===== src/rtl/fir_sym_mc_if.sv =====
// ---------------------------------------------------------------------------
// fir_sym_mc_if
// Purpose : bundles the sample handshake, coefficient write port and result
//           outputs of the symmetric multi-channel FIR (fir_sym_mc).
// Signals :
//   in_valid / in_ready   sample vector handshake
//   in_data               NUM_CH packed samples, channel c at [c*DATA_W +: DATA_W]
//   coef_we/addr/data     coefficient write port
//   out_valid             1-cycle strobe, out_data updated
//   out_data              NUM_CH packed results, channel c at [c*OUT_W +: OUT_W]
//   sample_drop           sticky overrun flag
// Modports: master (sample producer / configuration side), slave (filter).
// ---------------------------------------------------------------------------
interface fir_sym_mc_if #(
    parameter int DATA_W = 8,
    parameter int COEF_W = 8,
    parameter int NUM_CH = 2,
    parameter int OUT_W  = 20,
    parameter int ADDR_W = 4
);
    logic                       in_valid;
    logic                       in_ready;
    logic [NUM_CH*DATA_W-1:0]   in_data;
    logic                       coef_we;
    logic [ADDR_W-1:0]          coef_addr;
    logic [COEF_W-1:0]          coef_data;
    logic                       out_valid;
    logic [NUM_CH*OUT_W-1:0]    out_data;
    logic                       sample_drop;

    modport master (
        output in_valid, in_data, coef_we, coef_addr, coef_data,
        input  in_ready, out_valid, out_data, sample_drop
    );

    modport slave (
        input  in_valid, in_data, coef_we, coef_addr, coef_data,
        output in_ready, out_valid, out_data, sample_drop
    );
endinterface


===== src/rtl/fir_sym_mc.sv =====
// ---------------------------------------------------------------------------
// fir_sym_mc
// Purpose : time-multiplexed symmetric (even-length, linear-phase) FIR low-pass
//           for NUM_CH ADC channels sampled together. One pre-adder and one
//           multiplier are shared by every tap pair and every channel.
// Ports   :
//   CLK_Filter  filter clock
//   rst         asynchronous, active-high reset
//   bus         fir_sym_mc_if.slave: sample handshake, coefficient writes,
//               result strobe/data, sticky sample_drop
// Build option:
//   FIR_ROUND_EN  when defined, add 2^(OUT_SHIFT-1) before the output shift
//                 (round half up); otherwise the shift truncates. Both builds
//                 saturate to 2^OUT_W-1.
//
// state  | meaning
// -------+-----------------------------------------------------------------
// IDLE   | ready for a sample vector; coefficient writes accepted
// MAC    | one pre-add/multiply/accumulate per cycle, channel-major
// DONE   | publish all channel results, strobe out_valid
// ---------------------------------------------------------------------------
module fir_sym_mc #(
    parameter int DATA_W    = 8,
    parameter int COEF_W    = 8,
    parameter int NTAPS     = 22,
    parameter int NUM_CH    = 2,
    parameter int OUT_SHIFT = 0,
    parameter int OUT_W     = 20
) (
    input  logic         CLK_Filter,
    input  logic         rst,
    fir_sym_mc_if.slave  bus
);
    localparam int HALF   = NTAPS / 2;
    localparam int ADDR_W = (HALF > 1) ? $clog2(HALF) : 1;
    localparam int CH_W   = (NUM_CH > 1) ? $clog2(NUM_CH) : 1;
    localparam int TAP_W  = $clog2(NTAPS);
    localparam int ACC_W  = DATA_W + 1 + COEF_W + $clog2(HALF);
    localparam int PRE_W  = DATA_W + 1;
    localparam int PROD_W = PRE_W + COEF_W;
    localparam int SAT_W  = (ACC_W + 1 > OUT_W) ? ACC_W + 1 : OUT_W;

`ifdef FIR_ROUND_EN
    localparam int             RND_POS = (OUT_SHIFT > 0) ? OUT_SHIFT - 1 : 0;
    localparam logic [ACC_W:0] RND     = (OUT_SHIFT > 0) ? ((ACC_W + 1)'(1) << RND_POS) : '0;
`else
    localparam logic [ACC_W:0] RND     = '0;
`endif

    typedef enum logic [1:0] {S_IDLE, S_MAC, S_DONE} state_t;

    state_t                    state_q, state_d;
    logic [CH_W-1:0]           ch_q, ch_d;
    logic [ADDR_W-1:0]         k_q, k_d;
    logic [ACC_W-1:0]          acc_q, acc_d;
    logic [DATA_W-1:0]         x_q [NUM_CH][NTAPS];
    logic [DATA_W-1:0]         x_d [NUM_CH][NTAPS];
    logic [COEF_W-1:0]         coef_q [HALF];
    logic [COEF_W-1:0]         coef_d [HALF];
    logic [ACC_W-1:0]          hold_q [NUM_CH];
    logic [ACC_W-1:0]          hold_d [NUM_CH];
    logic                      out_valid_q, out_valid_d;
    logic [NUM_CH*OUT_W-1:0]   out_data_q, out_data_d;
    logic                      drop_q, drop_d;

    logic [TAP_W-1:0]          near_idx, far_idx;
    logic [DATA_W-1:0]         x_near, x_far;
    logic [PRE_W-1:0]          pre_sum;
    logic [PROD_W-1:0]         prod;
    logic [ACC_W-1:0]          acc_sum;

    // Bias (rounding build only), shift, then clamp to the output width.
    function automatic logic [OUT_W-1:0] fmt_out(input logic [ACC_W-1:0] a);
        logic [ACC_W:0]   biased;
        logic [SAT_W-1:0] shifted;
        logic [SAT_W-1:0] lim;
        biased  = {1'b0, a} + RND;
        shifted = SAT_W'(biased >> OUT_SHIFT);
        lim     = SAT_W'({OUT_W{1'b1}});
        return (shifted > lim) ? OUT_W'(lim) : OUT_W'(shifted);
    endfunction

    assign bus.in_ready    = (state_q == S_IDLE);
    assign bus.out_valid   = out_valid_q;
    assign bus.out_data    = out_data_q;
    assign bus.sample_drop = drop_q;

    // Shared datapath: tap k pairs with its mirror NTAPS-1-k.
    always_comb begin
        near_idx = TAP_W'(k_q);
        far_idx  = TAP_W'(NTAPS - 1) - TAP_W'(k_q);
        x_near   = x_q[ch_q][near_idx];
        x_far    = x_q[ch_q][far_idx];
        pre_sum  = PRE_W'(x_near) + PRE_W'(x_far);
        prod     = PROD_W'(pre_sum) * PROD_W'(coef_q[k_q]);
        acc_sum  = acc_q + ACC_W'(prod);
    end

    always_comb begin
        state_d     = state_q;
        ch_d        = ch_q;
        k_d         = k_q;
        acc_d       = acc_q;
        x_d         = x_q;
        coef_d      = coef_q;
        hold_d      = hold_q;
        out_valid_d = 1'b0;
        out_data_d  = out_data_q;
        drop_d      = drop_q | (bus.in_valid & (state_q != S_IDLE));

        unique case (state_q)
            S_IDLE: begin
                // Written before the sample is taken, so a write in the accepting
                // cycle is already in effect for that sample.
                if (bus.coef_we && ({1'b0, bus.coef_addr} < (ADDR_W + 1)'(HALF))) begin
                    coef_d[bus.coef_addr] = bus.coef_data;
                end
                if (bus.in_valid) begin
                    for (int c = 0; c < NUM_CH; c++) begin
                        for (int i = NTAPS - 1; i > 0; i--) begin
                            x_d[c][i] = x_q[c][i-1];
                        end
                        x_d[c][0] = bus.in_data[c*DATA_W +: DATA_W];
                    end
                    acc_d   = '0;
                    ch_d    = '0;
                    k_d     = '0;
                    state_d = S_MAC;
                end
            end
            S_MAC: begin
                if (k_q == ADDR_W'(HALF - 1)) begin
                    hold_d[ch_q] = acc_sum;
                    acc_d        = '0;
                    k_d          = '0;
                    if (ch_q == CH_W'(NUM_CH - 1)) begin
                        state_d = S_DONE;
                    end else begin
                        ch_d = ch_q + CH_W'(1);
                    end
                end else begin
                    acc_d = acc_sum;
                    k_d   = k_q + ADDR_W'(1);
                end
            end
            S_DONE: begin
                for (int c = 0; c < NUM_CH; c++) begin
                    out_data_d[c*OUT_W +: OUT_W] = fmt_out(hold_q[c]);
                end
                out_valid_d = 1'b1;
                state_d     = S_IDLE;
            end
            default: state_d = S_IDLE;
        endcase
    end

    always_ff @(posedge CLK_Filter or posedge rst) begin
        if (rst) begin
            state_q     <= S_IDLE;
            ch_q        <= '0;
            k_q         <= '0;
            acc_q       <= '0;
            out_valid_q <= 1'b0;
            out_data_q  <= '0;
            drop_q      <= 1'b0;
            for (int c = 0; c < NUM_CH; c++) begin
                hold_q[c] <= '0;
                for (int i = 0; i < NTAPS; i++) begin
                    x_q[c][i] <= '0;
                end
            end
            for (int k = 0; k < HALF; k++) begin
                coef_q[k] <= '0;
            end
        end else begin
            state_q     <= state_d;
            ch_q        <= ch_d;
            k_q         <= k_d;
            acc_q       <= acc_d;
            out_valid_q <= out_valid_d;
            out_data_q  <= out_data_d;
            drop_q      <= drop_d;
            hold_q      <= hold_d;
            x_q         <= x_d;
            coef_q      <= coef_d;
        end
    end
endmodule


===== src/flat_wrapper.sv =====
// flat-port wrapper written by rule: the top's interface ports become plain ports
module fir_sym_mc_flat 
#(
    parameter int DATA_W    = 8,
    parameter int COEF_W    = 8,
    parameter int NTAPS     = 22,
    parameter int NUM_CH    = 2,
    parameter int OUT_SHIFT = 0,
    parameter int OUT_W     = 20
)
  (CLK_Filter, rst, bus_in_valid, bus_in_data, bus_coef_we, bus_coef_addr, bus_coef_data, bus_in_ready, bus_out_valid, bus_out_data, bus_sample_drop);
  fir_sym_mc_if #(.DATA_W(DATA_W), .COEF_W(COEF_W), .NUM_CH(NUM_CH), .OUT_W(OUT_W), .ADDR_W(4)) bus_i ();
  input  logic CLK_Filter;
  input  logic rst;
  input wire logic [$bits(bus_i.in_valid)-1:0] bus_in_valid;
  input wire logic [$bits(bus_i.in_data)-1:0] bus_in_data;
  input wire logic [$bits(bus_i.coef_we)-1:0] bus_coef_we;
  input wire logic [$bits(bus_i.coef_addr)-1:0] bus_coef_addr;
  input wire logic [$bits(bus_i.coef_data)-1:0] bus_coef_data;
  output wire logic [$bits(bus_i.in_ready)-1:0] bus_in_ready;
  output wire logic [$bits(bus_i.out_valid)-1:0] bus_out_valid;
  output wire logic [$bits(bus_i.out_data)-1:0] bus_out_data;
  output wire logic [$bits(bus_i.sample_drop)-1:0] bus_sample_drop;
  assign bus_i.in_valid = bus_in_valid;
  assign bus_i.in_data = bus_in_data;
  assign bus_i.coef_we = bus_coef_we;
  assign bus_i.coef_addr = bus_coef_addr;
  assign bus_i.coef_data = bus_coef_data;
  assign bus_in_ready = bus_i.in_ready;
  assign bus_out_valid = bus_i.out_valid;
  assign bus_out_data = bus_i.out_data;
  assign bus_sample_drop = bus_i.sample_drop;
  fir_sym_mc #(.DATA_W(DATA_W), .COEF_W(COEF_W), .NTAPS(NTAPS), .NUM_CH(NUM_CH), .OUT_SHIFT(OUT_SHIFT), .OUT_W(OUT_W)) u_core (.CLK_Filter(CLK_Filter), .rst(rst), .bus(bus_i));
endmodule

===== config.mk =====
export PLATFORM = sky130hd
export DESIGN_NAME = fir_sym_mc_flat
export DESIGN_NICKNAME = d
export VERILOG_FILES = /design/src/rtl/fir_sym_mc_if.sv /design/src/rtl/fir_sym_mc.sv /design/src/flat_wrapper.sv
export SDC_FILE = /design/constraint.sdc
export NUM_CORES = 2
export LEC_CHECK = 0
export ABC_AREA = 1
export CAP_MARGIN = 20
export CORE_ASPECT_RATIO = 2
export CORE_MARGIN = 2
export CORE_UTILIZATION = 35
export CTS_CLUSTER_DIAMETER = 60
export DETAILED_ROUTE_END_ITERATION = 8
export MAX_ROUTING_LAYER = met4
export PLACE_DENSITY = 0.58
export SKIP_LAST_GASP = 1
export SLEW_MARGIN = 20
export SYNTH_ARGS = -nofsm -noshare
export SYNTH_HDL_FRONTEND = slang
export SYNTH_SLANG_ARGS = --single-unit

===== constraint.sdc =====
create_clock -name CLK_Filter -period 44.8 [get_ports CLK_Filter]
set_clock_uncertainty 0.2 [all_clocks]
set_input_delay 6.72 -clock CLK_Filter [delete_from_list [all_inputs] [get_ports CLK_Filter]]
set_output_delay 6.72 -clock CLK_Filter [all_outputs]
set_load 0.02 [all_outputs]

==> metrics.log <==
INFO  metric critPathMaxStageDelay = 0.84 ns
INFO  metric cts_buffer_depth = 3
INFO  metric max_slew.worst_pin.slew = 0.989 ns
INFO  metric cts_buffers = 51
INFO  metric first_pass_iters = 7
INFO  metric async_flop_share = 1.00
INFO  metric hpwl = 53.3 mm
INFO  metric global_route.peak_usage_layer = met2
INFO  metric final_net_count = 3944
INFO  metric cp_common_cell = buf_4
INFO  metric cts_resized = 0
INFO  metric initial_utilization = 0.352
INFO  metric r2r_start = u_core.ch_q$_DFFE_PP0P_
INFO  metric antenna-diode-count = 0
INFO  metric worst_setup_path_end_kind = register
INFO  metric areaGrowthSynthToFinish = 9.30%
INFO  metric worstReg2RegEnd = u_core.acc_q[16]$_DFFE_PP0P_
INFO  metric dieWidth = 210 um
INFO  metric die_area = 87700 um^2
INFO  metric fin_worst_hold_slack = 0.282 ns
INFO  metric clock_transition_time_at_the_flip_flop_clock_pins_of_the_worst_setup_and_hold_paths = 0.06 ns
INFO  metric count_of_buffers_inserted_at_the_top_level_ports = 74
INFO  metric grtUsageMet1 = 0.217
INFO  metric drt.antenna.violating_nets = 0
INFO  metric first_pass_grt_wire_length = 134 mm
INFO  metric crit_cells = 6
INFO  metric worstPathCellList = clkdlybuf4s50_1 > inv_1 > nor2_4 > buf_4 > buf_4 > o21ai_0
INFO  metric worst_ep_arrival_time = 10.00 ns
INFO  metric postSynth.topFlopCell = dfrtp_1
INFO  metric yosys_warnings = 0
INFO  metric track_usage = 0.196
INFO  metric cap_viol_max_count = 0
INFO  metric reg2reg_depth = 32
INFO  metric hold_class = reg -> reg
INFO  metric global_route_track_usage_on_met3 = 0.0160
INFO  metric synth-seq-area-share = 0.463
INFO  metric grt_start_max_net_pins = 171
INFO  metric synth.avg_cell_area = 7.72 um^2
INFO  metric setup_viol = 0
INFO  metric kind_of_cell_adding_the_most_delay_to_the_critical_path = buffers and inverters
INFO  metric cell_area_after_synthesis = 29800 um^2
INFO  metric detail_route.iter0.violations = 1762
INFO  metric multiInputGateArea = 13500 um^2
INFO  metric critical-path-slowest-cell = buf_4
INFO  metric route.vias.total = 24800
INFO  metric setup.worst_path.class = in -> reg
INFO  metric outcome = complete, no violations
INFO  metric max_slew_vio_count = 0
INFO  metric routed_via_density = 5.05
INFO  metric drt_drc_violations_left = 0
INFO  metric setup_ws_post_layout = 35.04 ns
INFO  metric tritoncts = built
INFO  metric post_route_cells_drive_above_1_share = 0.0435
INFO  metric critical_path_capture_point = u_core.x_q[320]$_DFFE_PP0P_
INFO  metric fill_cells = 8830
INFO  metric floorplan.core_area = 84600 um^2
INFO  metric placement.setup.worst_slack = 34.38 ns
INFO  metric layout_worst_path_cycle_share = 0.218
INFO  metric slew_headroom = 0.340
INFO  metric worst-r2r-setup-slack = 35.61 ns
INFO  metric achievable-frequency = 0.103 GHz
INFO  metric rsz0062_at_grt = false
INFO  metric netlist_instances = 3861
INFO  metric io_pins = 75
INFO  metric register_area = 13800 um^2
INFO  metric critPathLaunch = bus_in_valid
INFO  metric number_of_setup_buffers_added_after_cts = 0
INFO  metric synth_area_leader_cell = dfrtp_1
INFO  metric gr-total-overflow = 0
INFO  metric synthDominantCellAreaShare = 0.463
INFO  metric synth.top_cells.by_area = dfrtp_1 46%, nand2_1 18%, o21ai_0 7.2%
INFO  metric placementRows = 151
INFO  metric clock-sinks = 552
INFO  metric synth-edff-count = 0
INFO  metric final_hold_viol_count = 0
INFO  metric min_period = 9.76 ns
INFO  metric post_route_setup_tns = 0 ns
INFO  metric worst_ep_required_time = 45.05 ns
INFO  metric first_global_vias = 24700
INFO  metric critical_path.n_buffers_inverters = 4
INFO  metric synth_seq_cells = 552
INFO  metric critPathLaunchType = input pin
INFO  metric cts-hold-fix-buffers = 0
INFO  metric grt_antenna_before_repair = 0
INFO  metric htreeDepth = 2
INFO  metric gpl.final_weighted_congestion = 0.899
INFO  metric fp.dieH = 417 um
INFO  metric groute.layer.met2.usage = 0.356
INFO  metric worstSkewPairLatency = 0.61 ns
INFO  metric synth_cell_type_count = 45
INFO  metric finalWirelength = 82.2 mm
INFO  metric worst-path-max-fanout = 103
INFO  metric root_buffer = clkbuf_16
INFO  metric avgRoutedWirePerCell = 16.8 um
INFO  metric syn_nets = 4005
[cell usage after synthesis, types with 4 or more instances]
library cell	count
a21oi_1	168
buf_1	5
buf_2	106
buf_4	24
buf_6	27
clkbuf_1	58
dfrtp_1	552
fa_1	58
ha_1	54
inv_1	326
inv_2	7
inv_4	4
nand2_1	1450
nand2_2	8
nand3_1	258
nand3_2	6
nand3b_1	7
nand4_1	5
nor2_1	165
o211ai_1	29
o21ai_0	427
o21ai_1	32
o21ai_2	11
o221ai_1	16
o22ai_1	11
xnor2_1	7
xor2_1	7
[cell families after synthesis]
kind of cell | after synthesis | synth area share
AND/OR/NAND/NOR | 1919 | 0.260
flip-flops | 552 | 0.463
XOR/XNOR | 15 | 0.00466
AO/OA/AOI/OAI | 705 | 0.126
buffers and inverters | 558 | 0.0848
adder cells (fa/ha/maj) | 112 | 0.0616
[layout make-up]
cell class,count,share of cell area
Sequential cell,552,0.424
Timing Repair Buffer,106,0.0310
Tap cell,1071,0.0411
Multi-Input combinational cell,2751,0.414
Clock buffer,70,0.0441
Inverter,338,0.0398
Clock inverter,18,0.00629
[flip-flops by register name, indices dropped and copies added, names as in the netlist]
| register | count |
|---|---|
| u_core.acc_q | 21 |
| u_core.bus.out_data | 40 |
| u_core.bus.out_valid | 1 |
| u_core.bus.sample_drop | 1 |
| u_core.ch_q | 1 |
| u_core.coef_q | 88 |
| u_core.hold_q | 42 |
| u_core.k_q | 4 |
| u_core.state_q | 2 |
| u_core.x_q | 352 |
[routing by layer]
metal  wire length [um]  up-vias  share of wire
met5                  0        -              0
met4               3960        0          0.048
met3               2540      196          0.031
met2              43500      504           0.53
met1              32200    11900           0.39
li1                   -    12200              -
[worst min path at each step]
stage	slack (ns)	cells past startpoint	from	to
final	0.28	2	u_core.coef_q[20]$_DFFE_PP0P_	u_core.coef_q[20]$_DFFE_PP0P_
after CTS	0.28	2	u_core.x_q[245]$_DFFE_PP0P_	u_core.x_q[237]$_DFFE_PP0P_
after global routing	0.30	2	u_core.coef_q[22]$_DFFE_PP0P_	u_core.coef_q[22]$_DFFE_PP0P_
after detailed placement	0.27	2	u_core.x_q[5]$_DFFE_PP0P_	u_core.x_q[5]$_DFFE_PP0P_
after global placement	0.26	2	u_core.x_q[35]$_DFFE_PP0P_	u_core.x_q[27]$_DFFE_PP0P_
after floorplan	0.25	2	u_core.coef_q[18]$_DFFE_PP0P_	u_core.coef_q[18]$_DFFE_PP0P_
[stage by stage]
step                      instances  area (um^2)   util
final                          4906        32600  0.385
after global routing           4906        32600  0.385
after CTS                      4906        32600  0.385
after detailed placement       4818        31000  0.366
after global placement         4818        31000  0.366
after floorplan                3861        29800      -
[tightest hold or removal path, delay by kind of cell (launching register included)]
kind	cells	cell delay [ns]
AND/OR/NAND/NOR	1	0.05
flip-flops	1	0.34
AO/OA/AOI/OAI	1	0.06
[cells in the final DEF, fill, tap and decap left out, types with 4 or more instances in the layout]
| cell type | count |
|---|---|
| a21oi_1 | 168 |
| nand2_2 | 8 |
| inv_1 | 325 |
| inv_2 | 5 |
| o22ai_1 | 11 |
| buf_4 | 29 |
| clkinv_2 | 7 |
| o221ai_1 | 16 |
| nand3_1 | 258 |
| nand3_2 | 6 |
| nand3b_1 | 7 |
| xnor2_1 | 7 |
| o211ai_1 | 29 |
| clkbuf_16 | 51 |
| xor2_1 | 7 |
| o21ai_2 | 11 |
| clkdlybuf4s50_1 | 74 |
| nand2_1 | 1450 |
| nor2_1 | 164 |
| ha_1 | 54 |
| clkbuf_8 | 9 |
| dfrtp_1 | 550 |
| nand4_1 | 5 |
| nor2_4 | 4 |
| inv_4 | 5 |
| o21ai_1 | 32 |
| fa_1 | 58 |
| clkbuf_1 | 10 |
| o21ai_0 | 427 |
Power is left out: the tool's default activity adds up to more than one toggle a clock period on the data nets, which glitch-free logic cannot reach.
